===== config.mk =====
export PLATFORM = sky130hd
export DESIGN_NAME = flash_audio_player_flat
export DESIGN_NICKNAME = d
export VERILOG_FILES = /design/src/rtl/flash_audio_player_if.sv /design/src/rtl/flash_audio_player.sv /design/src/flat_wrapper.sv
export SDC_FILE = /design/constraint.sdc
export NUM_CORES = 1
export LEC_CHECK = 0
export ABC_AREA = 1
export CELL_PAD_IN_SITES_DETAIL_PLACEMENT = 0
export CELL_PAD_IN_SITES_GLOBAL_PLACEMENT = 1
export CORE_AREA = 2 2 133 135
export DETAILED_ROUTE_END_ITERATION = 6
export DIE_AREA = 0 0 135 137
export PLACE_DENSITY = 0.75
export SETUP_SLACK_MARGIN = 0.02
export SYNTH_ARGS = -nofsm -noshare
export SYNTH_HDL_FRONTEND = slang
export SYNTH_SLANG_ARGS = --single-unit

===== constraint.sdc =====
create_clock -name CLOCK_50 -period 3.7 [get_ports CLOCK_50]
set_clock_uncertainty 0.05 [all_clocks]
set_input_delay 0.37 -clock CLOCK_50 [delete_from_list [all_inputs] [get_ports CLOCK_50]]
set_output_delay 0.37 -clock CLOCK_50 [all_outputs]
set_load 0.1 [all_outputs]

===== src/rtl/flash_audio_player_if.sv =====
// Bundles the flash Avalon-MM read port and the audio codec write port.
// The player is the master of both; the flash core and codec are the slave.
interface flash_audio_player_if #(
  parameter int ADDR_W = 23
);
  logic              flash_mem_read;
  logic [ADDR_W-1:0] flash_mem_address;
  logic              flash_mem_waitrequest;
  logic [31:0]       flash_mem_readdata;
  logic              flash_mem_readdatavalid;
  logic [3:0]        flash_mem_byteenable;
  logic              write_ready;
  logic              write_s;
  logic [15:0]       writedata_left;
  logic [15:0]       writedata_right;

  modport master (
    output flash_mem_read, flash_mem_address, flash_mem_byteenable,
           write_s, writedata_left, writedata_right,
    input  flash_mem_waitrequest, flash_mem_readdata, flash_mem_readdatavalid,
           write_ready
  );

  modport slave (
    input  flash_mem_read, flash_mem_address, flash_mem_byteenable,
           write_s, writedata_left, writedata_right,
    output flash_mem_waitrequest, flash_mem_readdata, flash_mem_readdatavalid,
           write_ready
  );
endinterface


===== src/rtl/flash_audio_player.sv =====
// Streams 16-bit PCM from flash to the audio codec, resampled by a Q4.4 phase
// accumulator, with a one-word read cache and loop or one-shot end handling.
module flash_audio_player #(
  parameter int NUM_WORDS   = 1048576,
  parameter int ADDR_W      = 23,
  parameter int ATTEN_SHIFT = 6,
  parameter int STEREO      = 0
) (
  input  logic                 CLOCK_50,
  input  logic                 rst_n,
  input  logic                 run,
  input  logic                 loop,
  input  logic [7:0]           rate,
  flash_audio_player_if.master bus,
  output logic                 busy,
  output logic                 done
);
  localparam int IDX_W = ADDR_W + 1;
  localparam int POS_W = IDX_W + 4;
  localparam int SAMPLES_INT = (STEREO != 0) ? NUM_WORDS : 2 * NUM_WORDS;
  localparam logic [IDX_W:0] SAMPLES = (IDX_W+1)'(SAMPLES_INT);

  typedef enum logic [2:0] {
    S_IDLE, S_LOOKUP, S_FETCH, S_WAIT_DATA, S_WRITE, S_DRAIN, S_ADVANCE
  } state_e;

  state_e            state_q;
  logic [IDX_W-1:0]  idx_q;
  logic [3:0]        frac_q;
  logic [31:0]       cache_data_q;
  logic [ADDR_W-1:0] cache_addr_q;
  logic              cache_valid_q;
  logic              read_q;
  logic [ADDR_W-1:0] addr_q;
  logic              write_s_q;
  logic [15:0]       left_q, right_q;
  logic              busy_q, done_q;

  logic [POS_W:0]     nxt_d;
  logic [POS_W-1:0]   wrap_d;
  logic [IDX_W:0]     nxt_idx;
  logic [ADDR_W-1:0]  word_addr;
  logic [15:0]        left_raw, right_raw;
  logic signed [15:0] left_att, right_att;

  // One extra top bit so the compare against the clip length cannot overflow.
  assign nxt_d   = {1'b0, idx_q, frac_q} + {{(POS_W-7){1'b0}}, rate};
  assign nxt_idx = nxt_d[POS_W:4];
  assign wrap_d  = nxt_d[POS_W-1:0] - {SAMPLES[IDX_W-1:0], 4'b0000};

  // NOTE: every always_comb output gets a default first so no latch is inferred.
  always_comb begin
    word_addr = idx_q[ADDR_W-1:0];
    if (STEREO == 0) word_addr = idx_q[ADDR_W:1];
  end

  always_comb begin
    left_raw  = cache_data_q[15:0];
    right_raw = cache_data_q[31:16];
    if (STEREO == 0) begin
      if (idx_q[0]) left_raw = cache_data_q[31:16];
      right_raw = left_raw;
    end
  end

  assign left_att  = $signed(left_raw) >>> ATTEN_SHIFT;
  assign right_att = $signed(right_raw) >>> ATTEN_SHIFT;

  // NOTE: state is updated with non-blocking assignments only, so every branch
  // below reads the values from the start of the cycle.
  always_ff @(posedge CLOCK_50) begin
    if (!rst_n) begin
      state_q       <= S_IDLE;
      idx_q         <= '0;
      frac_q        <= '0;
      // NOTE: the cache is a single word of flops, so it is reset with the
      // rest of the state; a RAM-backed store would not be.
      cache_data_q  <= '0;
      cache_addr_q  <= '0;
      cache_valid_q <= 1'b0;
      read_q        <= 1'b0;
      addr_q        <= '0;
      write_s_q     <= 1'b0;
      left_q        <= '0;
      right_q       <= '0;
      busy_q        <= 1'b0;
      done_q        <= 1'b0;
    end else begin
      write_s_q <= 1'b0;
      done_q    <= 1'b0;
      unique case (state_q)
        S_IDLE: begin
          idx_q         <= '0;
          frac_q        <= '0;
          cache_valid_q <= 1'b0;
          if (run) begin
            state_q <= S_LOOKUP;
            busy_q  <= 1'b1;
          end
        end
        S_LOOKUP: begin
          if (cache_valid_q && cache_addr_q == word_addr) begin
            state_q <= S_WRITE;
          end else begin
            read_q  <= 1'b1;
            addr_q  <= word_addr;
            state_q <= S_FETCH;
          end
        end
        S_FETCH: begin
          if (!bus.flash_mem_waitrequest) begin
            read_q  <= 1'b0;
            state_q <= S_WAIT_DATA;
          end
        end
        S_WAIT_DATA: begin
          if (bus.flash_mem_readdatavalid) begin
            cache_data_q  <= bus.flash_mem_readdata;
            cache_addr_q  <= addr_q;
            cache_valid_q <= 1'b1;
            state_q       <= S_WRITE;
          end
        end
        S_WRITE: begin
          if (bus.write_ready) begin
            write_s_q <= 1'b1;
            left_q    <= left_att;
            right_q   <= right_att;
            state_q   <= S_DRAIN;
          end
        end
        S_DRAIN: begin
          // The codec must show not-ready before the next sample may go out.
          if (!bus.write_ready) state_q <= S_ADVANCE;
        end
        S_ADVANCE: begin
          if (!run) begin
            state_q <= S_IDLE;
            busy_q  <= 1'b0;
          end else if (nxt_idx >= SAMPLES && !loop) begin
            done_q  <= 1'b1;
            state_q <= S_IDLE;
            busy_q  <= 1'b0;
          end else if (nxt_idx >= SAMPLES) begin
            idx_q   <= wrap_d[POS_W-1:4];
            frac_q  <= wrap_d[3:0];
            state_q <= S_LOOKUP;
          end else begin
            idx_q   <= nxt_d[POS_W-1:4];
            frac_q  <= nxt_d[3:0];
            state_q <= S_LOOKUP;
          end
        end
        default: state_q <= S_IDLE;
      endcase
    end
  end

  assign bus.flash_mem_read       = read_q;
  assign bus.flash_mem_address    = addr_q;
  assign bus.flash_mem_byteenable = 4'b1111;
  assign bus.write_s              = write_s_q;
  assign bus.writedata_left       = left_q;
  assign bus.writedata_right      = right_q;
  assign busy                     = busy_q;
  assign done                     = done_q;
endmodule

===== src/flat_wrapper.sv =====
// flat-port wrapper written by rule: the top's interface ports become plain ports
module flash_audio_player_flat 
#(
  parameter int NUM_WORDS   = 1048576,
  parameter int ADDR_W      = 23,
  parameter int ATTEN_SHIFT = 6,
  parameter int STEREO      = 0
)
  (CLOCK_50, rst_n, run, loop, rate, busy, done, bus_flash_mem_read, bus_flash_mem_address, bus_flash_mem_byteenable, bus_write_s, bus_writedata_left, bus_writedata_right, bus_flash_mem_waitrequest, bus_flash_mem_readdata, bus_flash_mem_readdatavalid, bus_write_ready);
  flash_audio_player_if #(.ADDR_W(ADDR_W)) bus_i ();
  input  logic CLOCK_50;
  input  logic rst_n;
  input  logic run;
  input  logic loop;
  input  logic [7:0] rate;
  output logic busy;
  output logic done;
  output wire logic [$bits(bus_i.flash_mem_read)-1:0] bus_flash_mem_read;
  output wire logic [$bits(bus_i.flash_mem_address)-1:0] bus_flash_mem_address;
  output wire logic [$bits(bus_i.flash_mem_byteenable)-1:0] bus_flash_mem_byteenable;
  output wire logic [$bits(bus_i.write_s)-1:0] bus_write_s;
  output wire logic [$bits(bus_i.writedata_left)-1:0] bus_writedata_left;
  output wire logic [$bits(bus_i.writedata_right)-1:0] bus_writedata_right;
  input wire logic [$bits(bus_i.flash_mem_waitrequest)-1:0] bus_flash_mem_waitrequest;
  input wire logic [$bits(bus_i.flash_mem_readdata)-1:0] bus_flash_mem_readdata;
  input wire logic [$bits(bus_i.flash_mem_readdatavalid)-1:0] bus_flash_mem_readdatavalid;
  input wire logic [$bits(bus_i.write_ready)-1:0] bus_write_ready;
  assign bus_flash_mem_read = bus_i.flash_mem_read;
  assign bus_flash_mem_address = bus_i.flash_mem_address;
  assign bus_flash_mem_byteenable = bus_i.flash_mem_byteenable;
  assign bus_write_s = bus_i.write_s;
  assign bus_writedata_left = bus_i.writedata_left;
  assign bus_writedata_right = bus_i.writedata_right;
  assign bus_i.flash_mem_waitrequest = bus_flash_mem_waitrequest;
  assign bus_i.flash_mem_readdata = bus_flash_mem_readdata;
  assign bus_i.flash_mem_readdatavalid = bus_flash_mem_readdatavalid;
  assign bus_i.write_ready = bus_write_ready;
  flash_audio_player #(.NUM_WORDS(NUM_WORDS), .ADDR_W(ADDR_W), .ATTEN_SHIFT(ATTEN_SHIFT), .STEREO(STEREO)) u_core (.CLOCK_50(CLOCK_50), .rst_n(rst_n), .run(run), .loop(loop), .rate(rate), .bus(bus_i), .busy(busy), .done(done));
endmodule

# Yosys cells after proc, flatten, opt, wreduce, memory -nomap -nowiden

Index checks and enable logic that the tools add are counted.

Bitwise operators: 1
Reductions and logical operators: 17
Add/sub/neg operators: 2
$lt $le $gt $ge: 1
Equality and inequality tests: 16
Muxes and demuxes: 29

Operators with widths:

| kind                                                                                  | count |
|---|---|
| 24-bit 2-to-1 mux                                                                     | 3 |
| 24-bit one-hot mux with 2 select lines                                                | 1 |
| 28-bit by 8-bit adder with 29-bit output                                              | 1 |
| 28-bit by 26-bit subtractor with 28-bit output, second input constant                 | 1 |
| 25-bit by 22-bit greater-or-equal comparator with 1-bit output, second input constant | 1 |
| 23-bit == test                                                                        | 1 |
| 3-bit 2-to-1 mux                                                                      | 7 |
| 3-bit one-hot mux with 7 select lines                                                 | 1 |
| 16-bit 2-to-1 mux                                                                     | 1 |
| 2-bit != test, second input constant                                                  | 8 |
| 4-bit 2-to-1 mux                                                                      | 3 |
| 3-bit AND reduction                                                                   | 4 |
| 2-bit AND reduction                                                                   | 5 |
| 3-bit == test, second input constant                                                  | 3 |
| 1-bit 2-to-1 mux                                                                      | 9 |
| 4-bit one-hot mux with 2 select lines                                                 | 1 |
| 3-bit by 2-bit == test with 1-bit output, second input constant                       | 2 |
| 1-bit one-hot mux with 2 select lines                                                 | 3 |
| 2-bit nonzero test                                                                    | 3 |
| 5-bit AND reduction                                                                   | 1 |
| 3-bit by 1-bit == test with 1-bit output, second input constant                       | 1 |
| 3-bit logical NOT                                                                     | 1 |
| 3-bit by 2-bit != test with 1-bit output, second input constant                       | 1 |
| 1-bit logical AND                                                                     | 2 |
| 2 further kinds                                                                       | 2 |

Bits of input ports: 47
Register bits after elaboration: 124
Logic and storage cells: 78
Output and inout bits: 63

# Logic depth before layout (Yosys ltp)

Gate-level depths: netlist of run 1.

Word-level depth: 6
Mapped depth: 23
Gate-level depth less buffers: 22

# Least setup slack after synthesis of run 1

No wires, ideal clock.

Path kind: input port to flip-flop
Start: input port rate[0]
End: register u_core.idx_q[15]
Data arrival time: 2.614 ns
Cell stages on the path: 18
Path slack: 0.923 ns
Required time: 3.537 ns
Path through: ha_1 > inv_1 > fa_1 > inv_1 > nand3_1 > nand3_1 > nand2_1 > nand3_1 > nand2_1 > nor4_1 > nor2_4 > nand2_2 > nand2_2 > nand2_4 > nand2_4 > buf_2 > nor2_1 > nor2_1

Longest elaborated chain between the ends: 6

Ends and longest elaborated chain:

| what                                                                                                                                    | RTL line                                                                       | RTL |
|---|---|---|
| start: declaration                                                                                                                      | flat_wrapper.sv:15                                                             | `input logic [7:0] rate;` |
| 28-bit by 8-bit adder with 29-bit output *                                                                                              | flash_audio_player.sv:47                                                       | `assign nxt_d = {1'b0, idx_q, frac_q} + {{(POS_W-7){1'b0}}, rate};` |
| 28-bit by 26-bit subtractor with 28-bit output / 25-bit by 22-bit greater-or-equal comparator with 1-bit output (equally long branches) | flash_audio_player.sv:49, flash_audio_player.sv:140, flash_audio_player.sv:144 |  |
| 24-bit 2-to-1 mux                                                                                                                       | flash_audio_player.sv:144                                                      | `end else if (nxt_idx >= SAMPLES) begin` |
| 24-bit 2-to-1 mux                                                                                                                       | flash_audio_player.sv:140                                                      | `end else if (nxt_idx >= SAMPLES && !loop) begin` |
| 24-bit 2-to-1 mux                                                                                                                       | flash_audio_player.sv:137                                                      | `if (!run) begin` |
| 24-bit one-hot mux with 2 select lines                                                                                                  | flash_audio_player.sv:91                                                       | `unique case (state_q)` |
| end signal: assignment                                                                                                                  | flash_audio_player.sv:145                                                      | `idx_q <= wrap_d[POS_W-1:4];` |
| end signal: assignment                                                                                                                  | flash_audio_player.sv:149                                                      | `idx_q <= nxt_d[POS_W-1:4];` |
| end: declaration                                                                                                                        | flash_audio_player.sv:28                                                       | `logic [IDX_W-1:0] idx_q;` |

Every way passes the cells marked *; elsewhere a longest branch is shown, timed or not. The select of a mux whose other input is x is not followed.
A chain may end at the register's enable or synchronous reset.

# Worst setup path after layout of run 1

Start: input port rate[7]
End: register u_core.idx_q[6]

The elaborated chain is that of the path after synthesis.

==> results.cfg, run 1 <==
[yosys]
synth_area_leaders = dfxtp_1 (36%), nand2_1 (14%), a21oi_1 (8.2%), nand3_1 (7.2%), inv_1 (7.0%)
synth_edf_count = 0
ys.flop_type = dfxtp_1
yosysMostFrequentCell = nand2_1
yosys.area_share.xor_xnor_pct = 2.11
synth_commonest_cells = nand2_1 (231), inv_1 (116), dfxtp_1 (112), a21oi_1 (102), nand3_1 (90)
yosys.area.top_type = dfxtp_1
yosysSeqAreaShare_pct = 36.1
synth_seq_cells = 112
synth_compound_gate_area_share_pct = 16.0
avgSynthCellArea_um2 = 6.51
synth_top_area_share_pct = 36.1
synth_top_family_by_area = simple AND/OR/NAND/NOR gates
synthSimpleGateAreaFrac_pct = 30.4
ys_warn_count = 0
postSynthCellCount = 955
synth.distinct_cells = 37
synth_fa_ha_area_share_pct = 2.13
synthMuxAreaShare_pct = 0
syn_area_um2 = 6210
ys_async_sr_fraction_pct = 0

[sta]
tns_ns = 0
post-route-period-util_pct = 85.2
setup_viol = 0
maxSlewHeadroom_pct = 23.1
fmax_ghz = 0.317
hold_viol = 0
worst_pin_slew_ns = 1.15
min_period_ns = 3.15
drv_slew = 0
rsz0062_at_grt = no

[power_and_ir_drop]
p_int_w = 0.00246
ir_drop_mv = 0.429
combPwrFrac_pct = 45.1
pwr-share-clk_pct = 21.7
p_leak_nw = 3.12
power_density_nw_per_um2 = 629
swShare_pct = 48.4
switchingPower_w = 0.00231
seqPwrFrac_pct = 33.2

[drt]
first_iter_violations = 384
wl_per_cell_um = 15.1
dr.pass1.iters = 5
wl_mm = 18.8
drc = 0
vias_per_cell = 4.86
ant_nets = 0
vias = 6070

[grt]
grt_use_met2_pct = 34.1
grt_use_total_pct = 20.8
antenna_found_initial = 0
grt_pass1_vias = 5478
grt_pass1_wl_mm = 29.5
grt_max_degree = 68
grt-busiest-layer = met2
met1_usage_pct = 28.7
use_met3_pct = 2.41
grt_overflow = 0

[clocking]
cts_tree = yes
post_cts_resized = 0
htree_levels = 3
cts_made_buffers = 9
cts-root-buf = clkbuf_16
holdBufCountCts = 0
clk_path_buf_depth = 2
cts_setup_buffers = 0
clk_pin_slew_ns = 0.09
insertion_delay_ns = 0.37
cts.sinks = 112

[setup_path]
reg2reg_slack_ns = 0.57
reg2regPathDepth = 19
crit_path_max_incr_delay_ns = 0.42
critPathCaptureType = flop
path_cells = clkdlybuf4s50_1 > ha_1 > nand2_1 > inv_1 > nand2_1 > nand2_1 > inv_1 > nand3_1 > nand2_1 > nand2_1 > nand2_1 > ha_1 > nand2_1 > nor2_4 > nand2_2 > nand2_2 > nand2_4 > buf_4 > a21boi_0 > nor2_1
worst-setup-path-type = primary input to flop
cp_slowest_cell = clkdlybuf4s50_1
crit_top_cell = nand2_1
r2r_end = u_core.idx_q[6]
r2r-start = u_core.idx_q[2]
critical_path_arrival_ns = 3.36
crit_required_ns = 3.90
crit_fanout = 12
cp-start-kind = primary input

[floorplanning]
io_pins = 110
core_um2 = 17100
dieWidth_um = 135
dieArea_um2 = 18500
die_h_um = 137
initial_utilization_pct = 36.4
rows = 48

[min_path]
hold_end = u_core.cache_data_q[6]
hp-class = flop to flop
hold_start = u_core.cache_data_q[6]
min_path_cells = 2

[outcome]
status = finished, final reports clean

[cells_and_area]
drive_gt1_share_pct = 6.26
area_growth_syn_to_layout_pct = 22.0
finish.utilization_pct = 44.5
n_antenna_cell = 0
fill_cells = 1900
fin_nets = 1075

[place]
port_buffers = 93
hpwl_mm = 13.7
gp_congestion = 0.898

[flow_run]
drv_cap = 0
[how the worst max path moves through the flow]
stage               startpoint               end
2_1_floorplan          rate[0]  u_core.idx_q[15]
3_3_place_gp           rate[7]   u_core.idx_q[5]
3_5_place_dp           rate[7]   u_core.idx_q[5]
4_1_cts                rate[7]  u_core.idx_q[13]
5_1_grt        u_core.idx_q[1]  u_core.idx_q[12]
6_report               rate[7]   u_core.idx_q[6]
[final cells by class]
cell class              instances  area (um^2)  area share [%]
clock inverters                 7         88.8            1.17
clock buffers                   9          225            2.97
flip-flops and latches        112         2240            29.6
multi-input cells             659         3170            41.8
inverters                     119          447            5.89
well taps                     225          282            3.71
repair buffers                117         1130            14.9
[through the flow]
stage | instances | total power [W] | cell area [um^2] | worst slack (ns) | hold slack (ns)
2_1_floorplan | 958 | 0.00315 | 6230 | 0.923 | 0.374
3_3_place_gp | 1232 | 0.00375 | 7270 | 0.204 | 0.385
3_5_place_dp | 1232 | 0.00376 | 7270 | 0.165 | 0.390
4_1_cts | 1248 | 0.00480 | 7580 | 0.541 | 0.405
5_1_grt | 1248 | 0.00503 | 7580 | 0.241 | 0.425
6_report | 1248 | 0.00477 | 7580 | 0.547 | 0.404
[flip-flops by register name, indices dropped and copies added, names as in the netlist]
register / flops
u_core.bus.flash_mem_address: 23
u_core.bus.flash_mem_read: 1
u_core.bus.write_s: 1
u_core.bus.writedata_left: 10
u_core.busy: 1
u_core.cache_addr_q: 23
u_core.cache_data_q: 20
u_core.cache_valid_q: 1
u_core.done: 1
u_core.frac_q: 4
u_core.idx_q: 24
u_core.state_q: 3
[worst max-delay path: cells and delay by family]
kind                       cells  cell delay, ns
AOI/OAI and AO/OA              1            0.18
adders and majority gates      2            0.56
buffers and inverters          4            0.75
and+or+nand+nor               13            1.50
[metal layers]
| layer | up-vias | wire length [um] |
|---|---|---|
| li1 | 3173 | - |
| met1 | 2753 | 9180 |
| met2 | 128 | 8610 |
| met3 | 16 | 768 |
| met4 | 0 | 250 |
| met5 | - | 0 |
[power groups by stage]
stage	sequential, W	clock [W]	combinational [W]
5_1_grt	0.00162	0.00110	0.00231
4_1_cts	0.00158	0.00106	0.00215
6_report	0.00158	0.00104	0.00215
2_1_floorplan	0.00225	0	0.000896
3_5_place_dp	0.00161	0	0.00215
3_3_place_gp	0.00161	0	0.00214
[cells by family after synthesis]
logic type               count (synthesis)
XOR/XNOR                                15
flip-flops                             112
buffers and inverters                  187
other                                    1
AO/OA/AOI/OAI                          191
AND/OR/NAND/NOR                        439
adder cells (fa/ha/maj)                 10
[placed cells by master (no fill, tap or decap), drive strengths merged, types with 2 or more instances in the layout]
master	Yosys	final
o2111ai	2	2
a221oi	2	2
clkdlybuf4s50	0	92
conb	1	4
xnor2	4	4
nand2	238	238
and2	3	3
ha	9	9
nor4	3	3
dfxtp	112	112
inv	119	124
nor3	7	7
nand4	5	5
nand3	92	92
xor2	11	11
clkbuf	33	9
clkinv	0	2
nor2	88	88
nand3b	2	2
o21ai	73	73
o22ai	7	7
a21boi	3	3
buf	35	25
a21oi	102	102
(Power assumes the default switching activity.)
==> inputs of run 2 (changes only) <==
--- a/config.mk
+++ b/config.mk
@@ -9,6 +9,7 @@
 export CELL_PAD_IN_SITES_DETAIL_PLACEMENT = 0
 export CELL_PAD_IN_SITES_GLOBAL_PLACEMENT = 1
 export CORE_AREA = 2 2 133 135
+export CTS_CLUSTER_SIZE = 30
 export DETAILED_ROUTE_END_ITERATION = 6
 export DIE_AREA = 0 0 135 137
 export PLACE_DENSITY = 0.75
==> results of run 2 <==
Same layout as run 1: the final DEF is identical, and so are final timing and power.
==> inputs of run 3 (changes only) <==
--- a/config.mk
+++ b/config.mk
@@ -14,6 +14,7 @@
 export DIE_AREA = 0 0 135 137
 export PLACE_DENSITY = 0.75
 export SETUP_SLACK_MARGIN = 0.02
+export SLEW_MARGIN = 20
 export SYNTH_ARGS = -nofsm -noshare
 export SYNTH_HDL_FRONTEND = slang
 export SYNTH_SLANG_ARGS = --single-unit
==> results.cfg, run 3 (synthesized netlist as in run 1, its figures left out) <==
[drt]
wl_per_cell_um = 15.1
ant_nets = 0
drc = 0
first_iter_violations = 388
dr.pass1.iters = 4
wl_mm = 18.8
vias = 6063
vias_per_cell = 4.86

[clocking]
cts.sinks = 112
cts_setup_buffers = 0
clk_pin_slew_ns = 0.09
cts-root-buf = clkbuf_16
htree_levels = 3
cts_tree = yes
insertion_delay_ns = 0.37
cts_made_buffers = 9
holdBufCountCts = 0
clk_path_buf_depth = 2
post_cts_resized = 0

[setup_path]
crit_required_ns = 3.90
critPathCaptureType = flop
crit_path_max_incr_delay_ns = 0.42
cp_slowest_cell = clkdlybuf4s50_1
reg2reg_slack_ns = 0.57
worst-setup-path-type = primary input to flop
crit_family = simple AND/OR/NAND/NOR gates
crit_fanout = 12
critical_path_arrival_ns = 3.36
path_buf_inv = 4
crit_top_cell = nand2_1
path_cells = clkdlybuf4s50_1 > ha_1 > nand2_1 > inv_1 > nand2_1 > nand2_1 > inv_1 > nand3_1 > nand2_1 > nand2_1 > nand2_1 > ha_1 > nand2_1 > nor2_4 > nand2_2 > nand2_2 > nand2_4 > buf_4 > a21boi_0 > nor2_1
cp-start-kind = primary input

[sta]
post-route-period-util_pct = 85.4
tns_ns = 0
worst_pin_slew_ns = 1.03
drv_slew = 0
setup_viol = 0
fin_ws_ns = 0.539
rsz0062_at_grt = no
fmax_ghz = 0.316
maxSlewHeadroom_pct = 31.2
min_period_ns = 3.16
hold_viol = 0

[cells_and_area]
fill_cells = 1900
drive_gt1_share_pct = 6.35
largest_register_ffs = 24
mostFrequentLayoutCell = nand2_1
area_growth_syn_to_layout_pct = 22.1
fin_nets = 1075
final_cell_mix = nand2_1 (230), inv_1 (115), dfxtp_1 (112)
fin_cells = 1248
multi_input_area_um2 = 3170
regArea_um2 = 2240
top_register = u_core.idx_q
n_antenna_cell = 0

[grt]
grt_max_degree = 68
grt_pass1_wl_mm = 29.5
grt_use_total_pct = 20.8
grt_pass1_vias = 5478
antenna_found_initial = 0
grt_overflow = 0

[place]
hpwl_mm = 13.7
port_buffers = 93
dp.cells = 1232
gp_congestion = 0.898
place_ws_ns = 0.165

[power_and_ir_drop]
ir_drop_mv = 0.430
power_density_nw_per_um2 = 628
p_leak_nw = 3.12

[floorplanning]
initial_utilization_pct = 36.4
core_um2 = 17100
rows = 48
die_h_um = 137
dieArea_um2 = 18500
io_pins = 110
dieWidth_um = 135

[flow_run]
drv_cap = 0

[outcome]
status = finished, final reports clean

[min_path]
hp-class = flop to flop
run 3: cell counts in the layout (fill, tap and decap cells not counted):
Identical to the previous run, type by type.
run 3: final cells by class:
cell class | count | share of cell area [%]
Tap cell | 225 | 3.71
Clock buffer | 9 | 2.97
Clock inverter | 7 | 1.17
Inverter | 119 | 5.89
Timing Repair Buffer | 117 | 14.9
Sequential cell | 112 | 29.5
Multi-Input combinational cell | 659 | 41.8
run 3: per-layer routing:
metal  GRT usage [%]  vias up  share of wire, %
met5               0        -                 0
met4            6.02        0               1.3
met3            2.41       16               3.8
met2            34.1      125                46
met1            28.7     2748                49
li1                -     3174                 -
run 3: final timing paths:
path                               start                      to  depth (start not counted)
hold / removal    u_core.cache_data_q[8]  u_core.cache_data_q[8]                          2
setup reg to reg         u_core.idx_q[2]         u_core.idx_q[6]                         19
hold reg to reg   u_core.cache_data_q[8]  u_core.cache_data_q[8]                          2
setup / recovery                 rate[7]         u_core.idx_q[6]                         20
run 3: per-stage QoR:
stage	utilization (%)	cell area (um^2)	hold WS [ns]	total power, W
finish	44.5	7590	0.404	0.00476
CTS	44.5	7580	0.405	0.00480
global placement	42.6	7270	0.385	0.00375
floorplan	-	6230	0.374	0.00315
detailed placement	42.6	7270	0.390	0.00376
global route	44.5	7590	0.425	0.00503
run 3: power by group:
| group | switching, W | leakage [nW] | internal (W) |
|---|---|---|---|
| registers | 0.000192 | 0.909 | 0.00139 |
| logic | 0.00157 | 2.06 | 0.000574 |
| clock network | 0.000539 | 0.153 | 0.000494 |
| total | 0.00230 | 3.12 | 0.00246 |
run 3: worst reg2reg max path: cells and delay by family (launching register included):
kind,cells,cell delay [ns]
flops,1,0.46
compound gates,1,0.18
buf+inv,2,0.26
simple gates,14,1.57
fa+ha+maj,2,0.52
